===== src/rtl/ctrl_pkg.sv =====
// Shared opcode map, ALU source encodings and per-stage control bundle.
// Latency: n/a (types and constants only).
// Backpressure: n/a.
package ctrl_pkg;

   localparam logic [3:0] OP_ADD  = 4'd0;
   localparam logic [3:0] OP_SUB  = 4'd1;
   localparam logic [3:0] OP_AND  = 4'd2;
   localparam logic [3:0] OP_ADDI = 4'd3;
   localparam logic [3:0] OP_OR   = 4'd4;
   localparam logic [3:0] OP_XOR  = 4'd5;
   localparam logic [3:0] OP_SLTI = 4'd6;
   localparam logic [3:0] OP_LW   = 4'd7;
   localparam logic [3:0] OP_LB   = 4'd8;
   localparam logic [3:0] OP_SW   = 4'd9;
   localparam logic [3:0] OP_SB   = 4'd10;
   localparam logic [3:0] OP_LUI  = 4'd11;
   localparam logic [3:0] OP_ORI  = 4'd12;
   localparam logic [3:0] OP_CMP  = 4'd13;
   localparam logic [3:0] OP_BNE  = 4'd14;
   localparam logic [3:0] OP_JMP  = 4'd15;

   // ALU second-operand source
   typedef enum logic [1:0] {
      SRC_REG   = 2'b00,
      SRC_IMM   = 2'b01,
      SRC_OFS   = 2'b10,
      SRC_UPPER = 2'b11
   } alu_src_t;

   // Decoded alu_op never needs more than 3 bits; widened at the outputs.
   typedef struct packed {
      alu_src_t   alu_src;
      logic [2:0] alu_op;
      logic       mem_write;
      logic       bne;
      logic       jump;
      logic       mem_to_reg;
      logic       reg_write;
   } ctrl_t;

   localparam ctrl_t CTRL_NOP = '0;

endpackage


===== src/rtl/ctrl_pipe_unit_if.sv =====
// Front-end / datapath bundle of the control pipe; stall/flush are the only flow control.
// Latency: n/a (wires only).
// Backpressure: stall is driven by the unit; CTRL_PERF_CNT_EN adds the perf counter outputs.
interface ctrl_pipe_unit_if #(
   parameter int OPW    = 4,
   parameter int RAW    = 3,
   parameter int ALUOPW = 3
);
   logic              id_valid;
   logic [OPW-1:0]    id_opcode;
   logic [RAW-1:0]    id_rs;
   logic [RAW-1:0]    id_rt;
   logic [RAW-1:0]    id_rd;
   logic              flush;
   logic              stall;
   logic [1:0]        ex_alu_src;
   logic [ALUOPW-1:0] ex_alu_op;
   logic              mem_write;
   logic              mem_bne;
   logic              mem_jump;
   logic              wb_mem_to_reg;
   logic              wb_reg_write;
   logic [RAW-1:0]    wb_rd;
   logic              illegal;
`ifdef CTRL_PERF_CNT_EN
   logic [15:0]       stall_cnt;
   logic [15:0]       flush_cnt;

   modport master (output id_valid, id_opcode, id_rs, id_rt, id_rd, flush,
                   input  stall, ex_alu_src, ex_alu_op, mem_write, mem_bne, mem_jump,
                          wb_mem_to_reg, wb_reg_write, wb_rd, illegal, stall_cnt, flush_cnt);
   modport slave  (input  id_valid, id_opcode, id_rs, id_rt, id_rd, flush,
                   output stall, ex_alu_src, ex_alu_op, mem_write, mem_bne, mem_jump,
                          wb_mem_to_reg, wb_reg_write, wb_rd, illegal, stall_cnt, flush_cnt);
`else
   modport master (output id_valid, id_opcode, id_rs, id_rt, id_rd, flush,
                   input  stall, ex_alu_src, ex_alu_op, mem_write, mem_bne, mem_jump,
                          wb_mem_to_reg, wb_reg_write, wb_rd, illegal);
   modport slave  (input  id_valid, id_opcode, id_rs, id_rt, id_rd, flush,
                   output stall, ex_alu_src, ex_alu_op, mem_write, mem_bne, mem_jump,
                          wb_mem_to_reg, wb_reg_write, wb_rd, illegal);
`endif
endinterface


===== src/rtl/ctrl_decode.sv =====
// Pure opcode -> ctrl_t decoder; reserved opcodes (>= 16) decode to CTRL_NOP.
// Latency: combinational.
// Backpressure: none.
module ctrl_decode
   import ctrl_pkg::*;
#(
   parameter int OPW = 4
) (
   input  logic [OPW-1:0] opcode,
   output ctrl_t          ctrl,
   output logic           reserved
);

   logic [31:0] op_ext;
   logic [3:0]  op;

   assign op_ext   = 32'(opcode);
   assign op       = op_ext[3:0];
   assign reserved = (op_ext > 32'd15);

   // Opcode table; anything reserved stays a NOP
   always_comb begin
      ctrl = CTRL_NOP;
      if (!reserved) begin
         case (op)
            OP_ADD, OP_SUB, OP_AND, OP_OR, OP_XOR: begin
               ctrl.alu_op    = op[2:0];
               ctrl.reg_write = 1'b1;
            end
            OP_ADDI, OP_SLTI: begin
               ctrl.alu_src   = SRC_IMM;
               ctrl.alu_op    = op[2:0];
               ctrl.reg_write = 1'b1;
            end
            OP_LW, OP_LB: begin
               ctrl.alu_src    = SRC_OFS;
               ctrl.mem_to_reg = 1'b1;
               ctrl.reg_write  = 1'b1;
            end
            OP_SW, OP_SB: begin
               ctrl.alu_src    = SRC_OFS;
               ctrl.mem_write  = 1'b1;
               ctrl.mem_to_reg = 1'b1;
            end
            OP_LUI: begin
               ctrl.alu_src   = SRC_UPPER;
               ctrl.alu_op    = 3'b111;
               ctrl.reg_write = 1'b1;
            end
            OP_ORI: begin
               ctrl.alu_src   = SRC_IMM;
               ctrl.alu_op    = 3'b111;
               ctrl.reg_write = 1'b1;
            end
            OP_CMP:  ctrl.alu_op = 3'b010;
            OP_BNE:  ctrl.bne    = 1'b1;
            OP_JMP:  ctrl.jump   = 1'b1;
            default: ctrl = CTRL_NOP;
         endcase
      end
   end

endmodule


===== src/rtl/ctrl_pipe_unit.sv =====
// Decodes ID opcode and carries controls through ID/EX, EX/MEM, MEM/WB; load-use stall, flush squash.
// Latency: EX controls 1 cycle, MEM 2 cycles, WB 3 cycles after ID.
// Backpressure: stall holds PC/IF-ID for one cycle on load-use; flush (wins over stall) bubbles EX and MEM. Optional CTRL_PERF_CNT_EN.
module ctrl_pipe_unit
   import ctrl_pkg::*;
#(
   parameter int OPW    = 4,
   parameter int RAW    = 3,
   parameter int ALUOPW = 3
) (
   input logic              clk,
   input logic              reset,
   ctrl_pipe_unit_if.slave  bus
);

   typedef struct packed {
      logic           valid;
      ctrl_t          ctrl;
      logic [RAW-1:0] rd;
   } stage_t;

   stage_t ex_q, mem_q, wb_q;
   stage_t id_entry;
   ctrl_t  id_ctrl;
   logic   id_reserved;
   logic   hazard;

   ctrl_decode #(.OPW(OPW)) u_decode (
      .opcode   (bus.id_opcode),
      .ctrl     (id_ctrl),
      .reserved (id_reserved)
   );

   // A load in EX whose result ID wants right now cannot be forwarded in time
   assign hazard = bus.id_valid & ex_q.valid & ex_q.ctrl.mem_to_reg & ex_q.ctrl.reg_write &
                   ((ex_q.rd == bus.id_rs) | (ex_q.rd == bus.id_rt));

   assign bus.stall   = hazard & ~bus.flush;
   assign bus.illegal = bus.id_valid & id_reserved;

   // Build the ID entry; empty slots carry all-zero fields
   always_comb begin
      id_entry = '0;
      if (bus.id_valid) begin
         id_entry.valid = 1'b1;
         id_entry.ctrl  = id_ctrl;
         id_entry.rd    = bus.id_rd;
      end
   end

   // Stage registers: hazard bubbles EX only, flush bubbles EX and MEM, WB always advances
   always_ff @(posedge clk) begin
      if (reset) begin
         ex_q  <= '0;
         mem_q <= '0;
         wb_q  <= '0;
      end else begin
         ex_q  <= (bus.flush | hazard) ? '0 : id_entry;
         mem_q <= bus.flush ? '0 : ex_q;
         wb_q  <= mem_q;
      end
   end

   assign bus.ex_alu_src    = ex_q.valid  ? ex_q.ctrl.alu_src            : SRC_REG;
   assign bus.ex_alu_op     = ex_q.valid  ? ALUOPW'(ex_q.ctrl.alu_op)    : '0;
   assign bus.mem_write     = mem_q.valid & mem_q.ctrl.mem_write;
   assign bus.mem_bne       = mem_q.valid & mem_q.ctrl.bne;
   assign bus.mem_jump      = mem_q.valid & mem_q.ctrl.jump;
   assign bus.wb_mem_to_reg = wb_q.valid  & wb_q.ctrl.mem_to_reg;
   assign bus.wb_reg_write  = wb_q.valid  & wb_q.ctrl.reg_write;
   assign bus.wb_rd         = wb_q.valid  ? wb_q.rd : '0;

   // WB only consumes the write-back fields; the rest of the bundle dies here
   logic unused_wb_bits;
   assign unused_wb_bits = ^{wb_q.ctrl.alu_src, wb_q.ctrl.alu_op, wb_q.ctrl.mem_write,
                             wb_q.ctrl.bne, wb_q.ctrl.jump};

`ifdef CTRL_PERF_CNT_EN
   logic [15:0] stall_cnt_q;
   logic [15:0] flush_cnt_q;

   // Saturating event counters
   always_ff @(posedge clk) begin
      if (reset) begin
         stall_cnt_q <= '0;
         flush_cnt_q <= '0;
      end else begin
         if (bus.stall && (stall_cnt_q != 16'hFFFF)) stall_cnt_q <= stall_cnt_q + 16'd1;
         if (bus.flush && (flush_cnt_q != 16'hFFFF)) flush_cnt_q <= flush_cnt_q + 16'd1;
      end
   end

   assign bus.stall_cnt = stall_cnt_q;
   assign bus.flush_cnt = flush_cnt_q;
`endif

endmodule


===== src/flat_wrapper.sv =====
// flat-port wrapper written by rule: the top's interface ports become plain ports
module ctrl_pipe_unit_flat import ctrl_pkg::*;
#(
   parameter int OPW    = 4,
   parameter int RAW    = 3,
   parameter int ALUOPW = 3
)
  (clk, reset, bus_id_valid, bus_id_opcode, bus_id_rs, bus_id_rt, bus_id_rd, bus_flush, bus_stall, bus_ex_alu_src, bus_ex_alu_op, bus_mem_write, bus_mem_bne, bus_mem_jump, bus_wb_mem_to_reg, bus_wb_reg_write, bus_wb_rd, bus_illegal);
  ctrl_pipe_unit_if #(.OPW(OPW), .RAW(RAW), .ALUOPW(ALUOPW)) bus_i ();
  input logic clk;
  input logic reset;
  input wire logic [$bits(bus_i.id_valid)-1:0] bus_id_valid;
  input wire logic [$bits(bus_i.id_opcode)-1:0] bus_id_opcode;
  input wire logic [$bits(bus_i.id_rs)-1:0] bus_id_rs;
  input wire logic [$bits(bus_i.id_rt)-1:0] bus_id_rt;
  input wire logic [$bits(bus_i.id_rd)-1:0] bus_id_rd;
  input wire logic [$bits(bus_i.flush)-1:0] bus_flush;
  output wire logic [$bits(bus_i.stall)-1:0] bus_stall;
  output wire logic [$bits(bus_i.ex_alu_src)-1:0] bus_ex_alu_src;
  output wire logic [$bits(bus_i.ex_alu_op)-1:0] bus_ex_alu_op;
  output wire logic [$bits(bus_i.mem_write)-1:0] bus_mem_write;
  output wire logic [$bits(bus_i.mem_bne)-1:0] bus_mem_bne;
  output wire logic [$bits(bus_i.mem_jump)-1:0] bus_mem_jump;
  output wire logic [$bits(bus_i.wb_mem_to_reg)-1:0] bus_wb_mem_to_reg;
  output wire logic [$bits(bus_i.wb_reg_write)-1:0] bus_wb_reg_write;
  output wire logic [$bits(bus_i.wb_rd)-1:0] bus_wb_rd;
  output wire logic [$bits(bus_i.illegal)-1:0] bus_illegal;
  assign bus_i.id_valid = bus_id_valid;
  assign bus_i.id_opcode = bus_id_opcode;
  assign bus_i.id_rs = bus_id_rs;
  assign bus_i.id_rt = bus_id_rt;
  assign bus_i.id_rd = bus_id_rd;
  assign bus_i.flush = bus_flush;
  assign bus_stall = bus_i.stall;
  assign bus_ex_alu_src = bus_i.ex_alu_src;
  assign bus_ex_alu_op = bus_i.ex_alu_op;
  assign bus_mem_write = bus_i.mem_write;
  assign bus_mem_bne = bus_i.mem_bne;
  assign bus_mem_jump = bus_i.mem_jump;
  assign bus_wb_mem_to_reg = bus_i.wb_mem_to_reg;
  assign bus_wb_reg_write = bus_i.wb_reg_write;
  assign bus_wb_rd = bus_i.wb_rd;
  assign bus_illegal = bus_i.illegal;
  ctrl_pipe_unit #(.OPW(OPW), .RAW(RAW), .ALUOPW(ALUOPW)) u_core (.clk(clk), .reset(reset), .bus(bus_i));
endmodule

===== config.mk =====
export PLATFORM = sky130hd
export DESIGN_NAME = ctrl_pipe_unit_flat
export DESIGN_NICKNAME = d
export VERILOG_FILES = /design/src/rtl/ctrl_pkg.sv /design/src/rtl/ctrl_pipe_unit_if.sv /design/src/rtl/ctrl_decode.sv /design/src/rtl/ctrl_pipe_unit.sv /design/src/flat_wrapper.sv
export SDC_FILE = /design/constraint.sdc
export NUM_CORES = 1
export LEC_CHECK = 0
export CORE_MARGIN = 4
export CORE_UTILIZATION = 47
export DETAILED_ROUTE_END_ITERATION = 10
export PLACE_DENSITY = 0.78
export SLEW_MARGIN = 20
export SYNTH_ARGS = -nofsm -noshare
export SYNTH_HDL_FRONTEND = slang
export SYNTH_HIERARCHICAL = 1
export SYNTH_SLANG_ARGS = --single-unit

===== constraint.sdc =====
create_clock -name clk -period 2.3 [get_ports clk]
set_input_delay 0.46 -clock clk [delete_from_list [all_inputs] [get_ports clk]]
set_output_delay 0.46 -clock clk [all_outputs]
set_load 0.1 [all_outputs]

==> flow_metrics.tcl, run 1 <==
set metrics [dict create \
    synth_cell_types 34 \
    cts_hold_buffers 0 \
    drv_slew 0 \
    drt_iter0_markers 12 \
    r2r-start "u_core/ex_q[13]$_SDFF_PP0_" \
    num-fill-cells 203 \
    root_buffer "clkbuf_4" \
    power_density_nw_per_um2 568.4 \
    max_stage_delay_ps 420 \
    slowest_stage "clkdlybuf4s50_1" \
    required_ps 1840 \
    hold_end "u_core/mem_q[7]$_SDFF_PP0_" \
    cp-startpoint "bus_id_rt[2]" \
    synth.net_count 133 \
    grt_pass1_vias 840 \
    timing.slew.headroom 0.3689 \
    syn-cell-area_sq_um 1221 \
    track_usage 0.1447 \
    globalRoute.totalOverflow 0 \
    globalplace.congestion 0.7641 \
    timing.final.crit_share 0.9697 \
    cp-end-kind "output pin" \
    utilization 0.6449 \
    ir_drop_uv 496.1 \
    synth_ff_type "dfxtp_1" \
    synth_top_cell_by_area "dfxtp_1" \
    routed-via-count 917 \
    clock-sinks 29 \
    critPathLaunchType "input port" \
    hold_path_depth 1 \
    routed_wl_mm 2.274 \
    grt_max_degree 15 \
    clk_latency_ps 310 \
    cp_max_fo 2 \
    htree_levels 2 \
    fin_crit_ps 2230 \
    dr.pass1.iters 4 \
    grt_first_pass_wirelength_mm 3.629 \
    finalHoldViolations 0 \
    reg2reg_slack_ps 750 \
    fp-row-count 18 \
    io_buffers 30 \
    ff2ff_path_depth 5 \
    clk_pin_slew_worst_paths_ps 80 \
    async_reset_ff_frac 0 \
    rsz0062_at_grt "false" \
    diodes 0 \
    antenna_found_initial 0 \
    layout.nets 167 \
    clock_path_buffers 2 \
    hold_start "u_core/ex_q[7]$_SDFF_PP0_" \
    yosysWarnings 6 \
    syn2layout_area_growth_pct 30.84 \
    postRouteAntennaNets 0 \
    cap_viol_max_count 0 \
    crit_type "in -> out" \
    max_clock_freq_mhz 448.4 \
    rr_endpoint "u_core/ex_q[1]$_SDFF_PP0_" \
    wire_per_inst_microns 12.63 \
    dp_hpwl_mm 1.641 \
    worstMarginPinSlew_ps 953.3 \
    place_area_sq_um 1509 \
    status "completed" \
    die_h_microns 58.97 \
    worstPathArrival_ps 1770 \
    syn_inst 116 \
    route.detailed.drc 0 \
    hp-class "reg -> reg" \
    ys_top_cells_by_area "dfxtp_1 48%, and2_1 12%, nor4b_1 9.3%" \
    syn_avg_cell_area_sq_um 10.53 \
    chipWidth_microns 58.97 \
    die_area_sq_um 3477 \
    finalSetupTns_ps 0 \
    core-area_sq_um 2477 \
    start_util 0.4929 \
    cp_cell_sequence "clkdlybuf4s50_1, xor2_1, nor4_2, o21ba_4, buf_12" \
    seq_area_frac_synth 0.4754 \
    synth_edf_count 0 \
    p_leak_nw 0.6563 \
    vias_per_cell 5.094 \
    setup_viol 0 \
    yosys.area.top_type_share 0.4754 \
    cts_buffers 5 \
    fin_area_sq_um 1598 \
    cts_tree "done" \
    io_pins 32 \
    drive_gt1_frac 0.2267 \
    skew_ps 4.564 \
    ys_seq_elements 29 \
]
[flip-flops by register name (all words and copies together) (netlist names)]
register      count
u_core/wb_q       6
u_core/ex_q      14
u_core/mem_q      9
[how the worst max path moves through the flow]
stage | end | slack [ps] | depth (start not counted)
after floorplan | bus_stall | 50 | 4
after global placement | bus_stall | 5 | 5
after detailed placement | bus_stall | -40 | 5
after CTS | bus_stall | 40 | 5
after global routing | bus_stall | 10 | 5
final | bus_stall | 70 | 5
[report_power, final]
group | total [mW] | leakage [nW] | switching, mW | internal, mW
sequential | 0.514 | 0.235 | 0.00504 | 0.509
combinational | 0.0988 | 0.390 | 0.0484 | 0.0504
clock | 0.295 | 0.0314 | 0.152 | 0.144
[logic make-up after synthesis]
logic type / share of synthesized area
AND/OR/NAND/NOR: 0.3555
flip-flops: 0.4754
buffers and inverters: 0.04713
AO/OA/AOI/OAI: 0.04713
XOR/XNOR: 0.05021
adder cells (fa/ha/maj): 0.009221
other: 0.003071
multiplexers: 0.01229
[per-stage QoR]
stage / cells / total power, mW / hold WS [ps] / setup WS, ps
6_report: 180 / 0.9082 / 428.2 / 69.60
5_1_grt: 180 / 0.9645 / 448.4 / 12.60
4_1_cts: 179 / 0.9256 / 428.7 / 42.67
3_5_place_dp: 172 / 0.6218 / 409.7 / -35.00
3_3_place_gp: 172 / 0.6191 / 411.6 / 5.477
2_1_floorplan: 116 / 0.5832 / 405.7 / 51.43
[routing by layer]
layer  global-route usage  share of wire  vias up
met5                    0              0        -
met4              0.09709          0.026        0
met3              0.06318          0.073        7
met2               0.2287           0.49       29
met1               0.1554           0.41      415
li1                     -              -      466
[synthesized netlist by cell type (all sizes together) (2+ instances only)]
cell type	count
and2	24
nand2	4
nor2b	6
nor2	3
nand4bb	2
nor4	2
dfxtp	29
a21oi	2
inv	2
buf	6
nor4b	13
xor2	6
[cell usage in the layout (no fill, tap or decap), types with 2 or more instances in the layout]
cell type	n
and2_1	23
nor4b_1	13
nand2_1	4
nor2b_1	6
buf_4	17
nor2_1	3
xor2_1	6
inv_1	2
dfxtp_1	29
clkbuf_4	5
clkdlybuf4s50_1	15
[cell type report]
cell class | count | area [sq um] | area share
multi-input cells | 78 | 606.8 | 0.3798
well taps | 30 | 37.54 | 0.02349
clock buffers | 7 | 55.05 | 0.03446
repair buffers | 34 | 310.3 | 0.1942
inverters | 2 | 7.507 | 0.004699
flip-flops and latches | 29 | 580.6 | 0.3634
[critical path: cells and delay by family]
kind / cells / cell delay [ps]
AO/OA/AOI/OAI: 1 / 200
buffers and inverters: 2 / 590
AND/OR/NAND/NOR: 1 / 360
XOR/XNOR: 1 / 160
[timing repair]
item | CTS | global route
pin swaps | 2 | 1
endpoints found under the hold margin | 0 | 0
endpoints found under the setup margin | 1 | 1
gates resized for setup | 0 | 4
buffers inserted | 0 | 1
Power figures use the tool's default switching activity.
==> run 2, diff against run 1 <==
--- a/config.mk
+++ b/config.mk
@@ -5,12 +5,15 @@
 export SDC_FILE = /design/constraint.sdc
 export NUM_CORES = 1
 export LEC_CHECK = 0
+export CELL_PAD_IN_SITES_DETAIL_PLACEMENT = 1
+export CELL_PAD_IN_SITES_GLOBAL_PLACEMENT = 1
 export CORE_MARGIN = 4
-export CORE_UTILIZATION = 47
+export CORE_UTILIZATION = 36
 export DETAILED_ROUTE_END_ITERATION = 10
-export PLACE_DENSITY = 0.78
+export PLACE_DENSITY_LB_ADDON = 0.1
 export SLEW_MARGIN = 20
 export SYNTH_ARGS = -nofsm -noshare
 export SYNTH_HDL_FRONTEND = slang
 export SYNTH_HIERARCHICAL = 1
 export SYNTH_SLANG_ARGS = --single-unit
+export TNS_END_PERCENT = 10
==> run 2 against run 1 <==
Net effect:
- worst setup slack gained 39 ps
- die area grew 26%
- largest cell class unchanged
- combinational power is essentially flat
- largest power group unchanged
- critical endpoint unchanged
- final cell count grew 8.3%
- fmax grew 1.8%
==> flow_metrics.tcl, run 2 (synthesis results as in run 1) <==
set metrics [dict create \
    die_area_sq_um 4388 \
    core-area_sq_um 3153 \
    cts_tree "done" \
    finalHoldViolations 0 \
    drive_gt1_frac 0.2384 \
    globalplace.congestion 0.7882 \
    ir_drop_uv 303.6 \
    start_util 0.3873 \
    dr.pass1.iters 4 \
    critPathLaunchType "input port" \
    postRouteAntennaNets 0 \
    drv_slew 0 \
    dp.cells 187 \
    vias_per_cell 4.795 \
    clk_latency_ps 320 \
    layout.nets 167 \
    p_switching_mw 0.2217 \
    clock_path_buffers 2 \
    rsz0062_at_grt "false" \
    num-fill-cells 374 \
    p_sw_frac 0.2469 \
    slowest_stage "clkdlybuf4s50_1" \
    cts_hold_buffers 0 \
    setup_slack_ps 108.5 \
    layout.cells.non_filler 195 \
    preCtsSetupSlack_ps -15.58 \
    fin_crit_ps 2191 \
    worstPathArrival_ps 1730 \
    hp-class "reg -> reg" \
    multi_input_area_sq_um 609.3 \
    fin_area_sq_um 1612 \
    skew_ps 8.211 \
    diodes 0 \
    wire_per_inst_microns 13.13 \
    root_buffer "clkbuf_4" \
    seq_area_sq_um 581.8 \
    power_density_nw_per_um2 557.2 \
    grt_max_degree 15 \
    syn2layout_area_growth_pct 31.97 \
    timing.final.crit_share 0.9528 \
    cap_viol_max_count 0 \
    htree_levels 2 \
    antenna_found_initial 0 \
    crit_type "in -> out" \
    largest_reg_flops 14 \
    total_power_mw 0.8980 \
    layout_common_cells "28 x dfxtp_1, 23 x and2_1, 17 x buf_4, 15 x clkdlybuf4s50_1, 13 x nor4b_1" \
    drt_iter0_markers 22 \
    io_buffers 30 \
    seqPwrFrac 0.573 \
    io_pins 32 \
    routed_wl_mm 2.561 \
    routed-via-count 935 \
    cp-end-kind "output pin" \
    clock-sinks 29 \
    required_ps 1840 \
    grt_first_pass_wirelength_mm 4.395 \
    p_leak_nw 0.6496 \
    dp_hpwl_mm 1.899 \
    largestRegisters "u_core/ex_q (14), u_core/mem_q (9), u_core/wb_q (6)" \
    power.share.clock 0.315 \
    max_clock_freq_mhz 456.3 \
    chipWidth_microns 66.24 \
    globalRoute.totalOverflow 0 \
    power_frac_comb 0.113 \
    cts_buffers 5 \
    timing.slew.headroom 0.3648 \
    route.detailed.drc 0 \
    clk_pin_slew_worst_paths_ps 90 \
    fp-row-count 20 \
    layout_commonest_cell "dfxtp_1" \
    top_register "u_core/ex_q" \
    track_usage 0.1348 \
    die_h_microns 66.24 \
    cp_cell_sequence "clkdlybuf4s50_1, xor2_1, nor4_4, o21ba_2, buf_12" \
    max_stage_delay_ps 410 \
    p_int_mw 0.6763 \
    place_area_sq_um 1534 \
    grt_pass1_vias 940 \
    setup_viol 0 \
    postCtsSetupBuffers 0 \
    status "completed" \
    cp_max_fo 2 \
    worstMarginPinSlew_ps 959.5 \
]
[run 2: cell types whose count changed in the layout (fill, tap and decap cells not counted)]
cell,change
dfxtp_1,-1
o21ba_2,+1
dlygate4sd2_1,+1
clkinv_2,+2
dfxtp_2,+1
dlymetal6s2s_1,-1
o21ba_4,-1
nor4_4,+1
nor4_2,-1
clkbuf_8,-1
[run 2: per-stage QoR]
| step | hold slack, ps | util | setup TNS, ps |
|---|---|---|---|
| floorplan | 405.7 | - | 0 |
| global placement | 411.1 | 0.4865 | -3.620 |
| detailed placement | 418.0 | 0.4865 | -15.58 |
| CTS | 438.2 | 0.5107 | 0 |
| global route | 459.3 | 0.5111 | 0 |
| finish | 437.2 | 0.5111 | 0 |
[run 2: what timing repair did]
| action | 4_1_cts | 5_1_grt |
|---|---|---|
| gates resized for setup | 4 | 1 |
| hold endpoints to repair | 0 | 0 |
| setup endpoints to repair | 1 | 1 |
[run 2: power by group through the flow]
stage / registers [mW] / logic [mW] / clock network [mW]
after floorplan: 0.524 / 0.0594 / 0
after global placement: 0.525 / 0.0970 / 0
after detailed placement: 0.526 / 0.0981 / 0
after CTS: 0.515 / 0.102 / 0.297
after global routing: 0.516 / 0.109 / 0.327
final: 0.514 / 0.101 / 0.283
[run 2: per-layer routing]
| metal | global-route usage | routed length [microns] | share of wire |
|---|---|---|---|
| met5 | 0 | 0 | 0 |
| met4 | 0.06091 | 46 | 0.018 |
| met3 | 0.05782 | 185 | 0.072 |
| met2 | 0.2193 | 1241 | 0.48 |
| met1 | 0.1512 | 1088 | 0.42 |
[run 2: final cells by class]
cell class,count,share of cell area
clock buffer,6,0.02562
clock inverter,2,0.006211
inverter,2,0.004658
multi-input combinational,78,0.3781
sequential,29,0.3610
tap,44,0.03416
timing repair buffer,34,0.1902
[run 2: worst max-delay path, delay by kind of cell]
family / cells / cell delay (ps)
xor+xnor: 1 / 190
simple gates: 1 / 280
buf+inv: 2 / 580
compound gates: 1 / 210
[run 2: path summary, 6_finish.rpt]
kind / start / endpoint / slack (ps) / depth (start not counted)
hold reg to reg: u_core/ex_q[6]$_SDFF_PP0_ / u_core/mem_q[6]$_SDFF_PP0_ / 440 / 1
hold / removal: u_core/ex_q[6]$_SDFF_PP0_ / u_core/mem_q[6]$_SDFF_PP0_ / 440 / 1
setup / recovery: bus_id_rs[1] / bus_stall / 110 / 5
setup reg to reg: u_core/ex_q[0]$_SDFF_PP0_ / u_core/ex_q[6]$_SDFF_PP0_ / 950 / 4
==> run 3, diff against run 2 <==
--- a/config.mk
+++ b/config.mk
@@ -9,6 +9,7 @@
 export CELL_PAD_IN_SITES_GLOBAL_PLACEMENT = 1
 export CORE_MARGIN = 4
 export CORE_UTILIZATION = 36
+export CTS_CLUSTER_DIAMETER = 200
 export DETAILED_ROUTE_END_ITERATION = 10
 export PLACE_DENSITY_LB_ADDON = 0.1
 export SLEW_MARGIN = 20
==> results of run 3 <==
The final DEF is identical to that of run 2; final timing and power are the same.
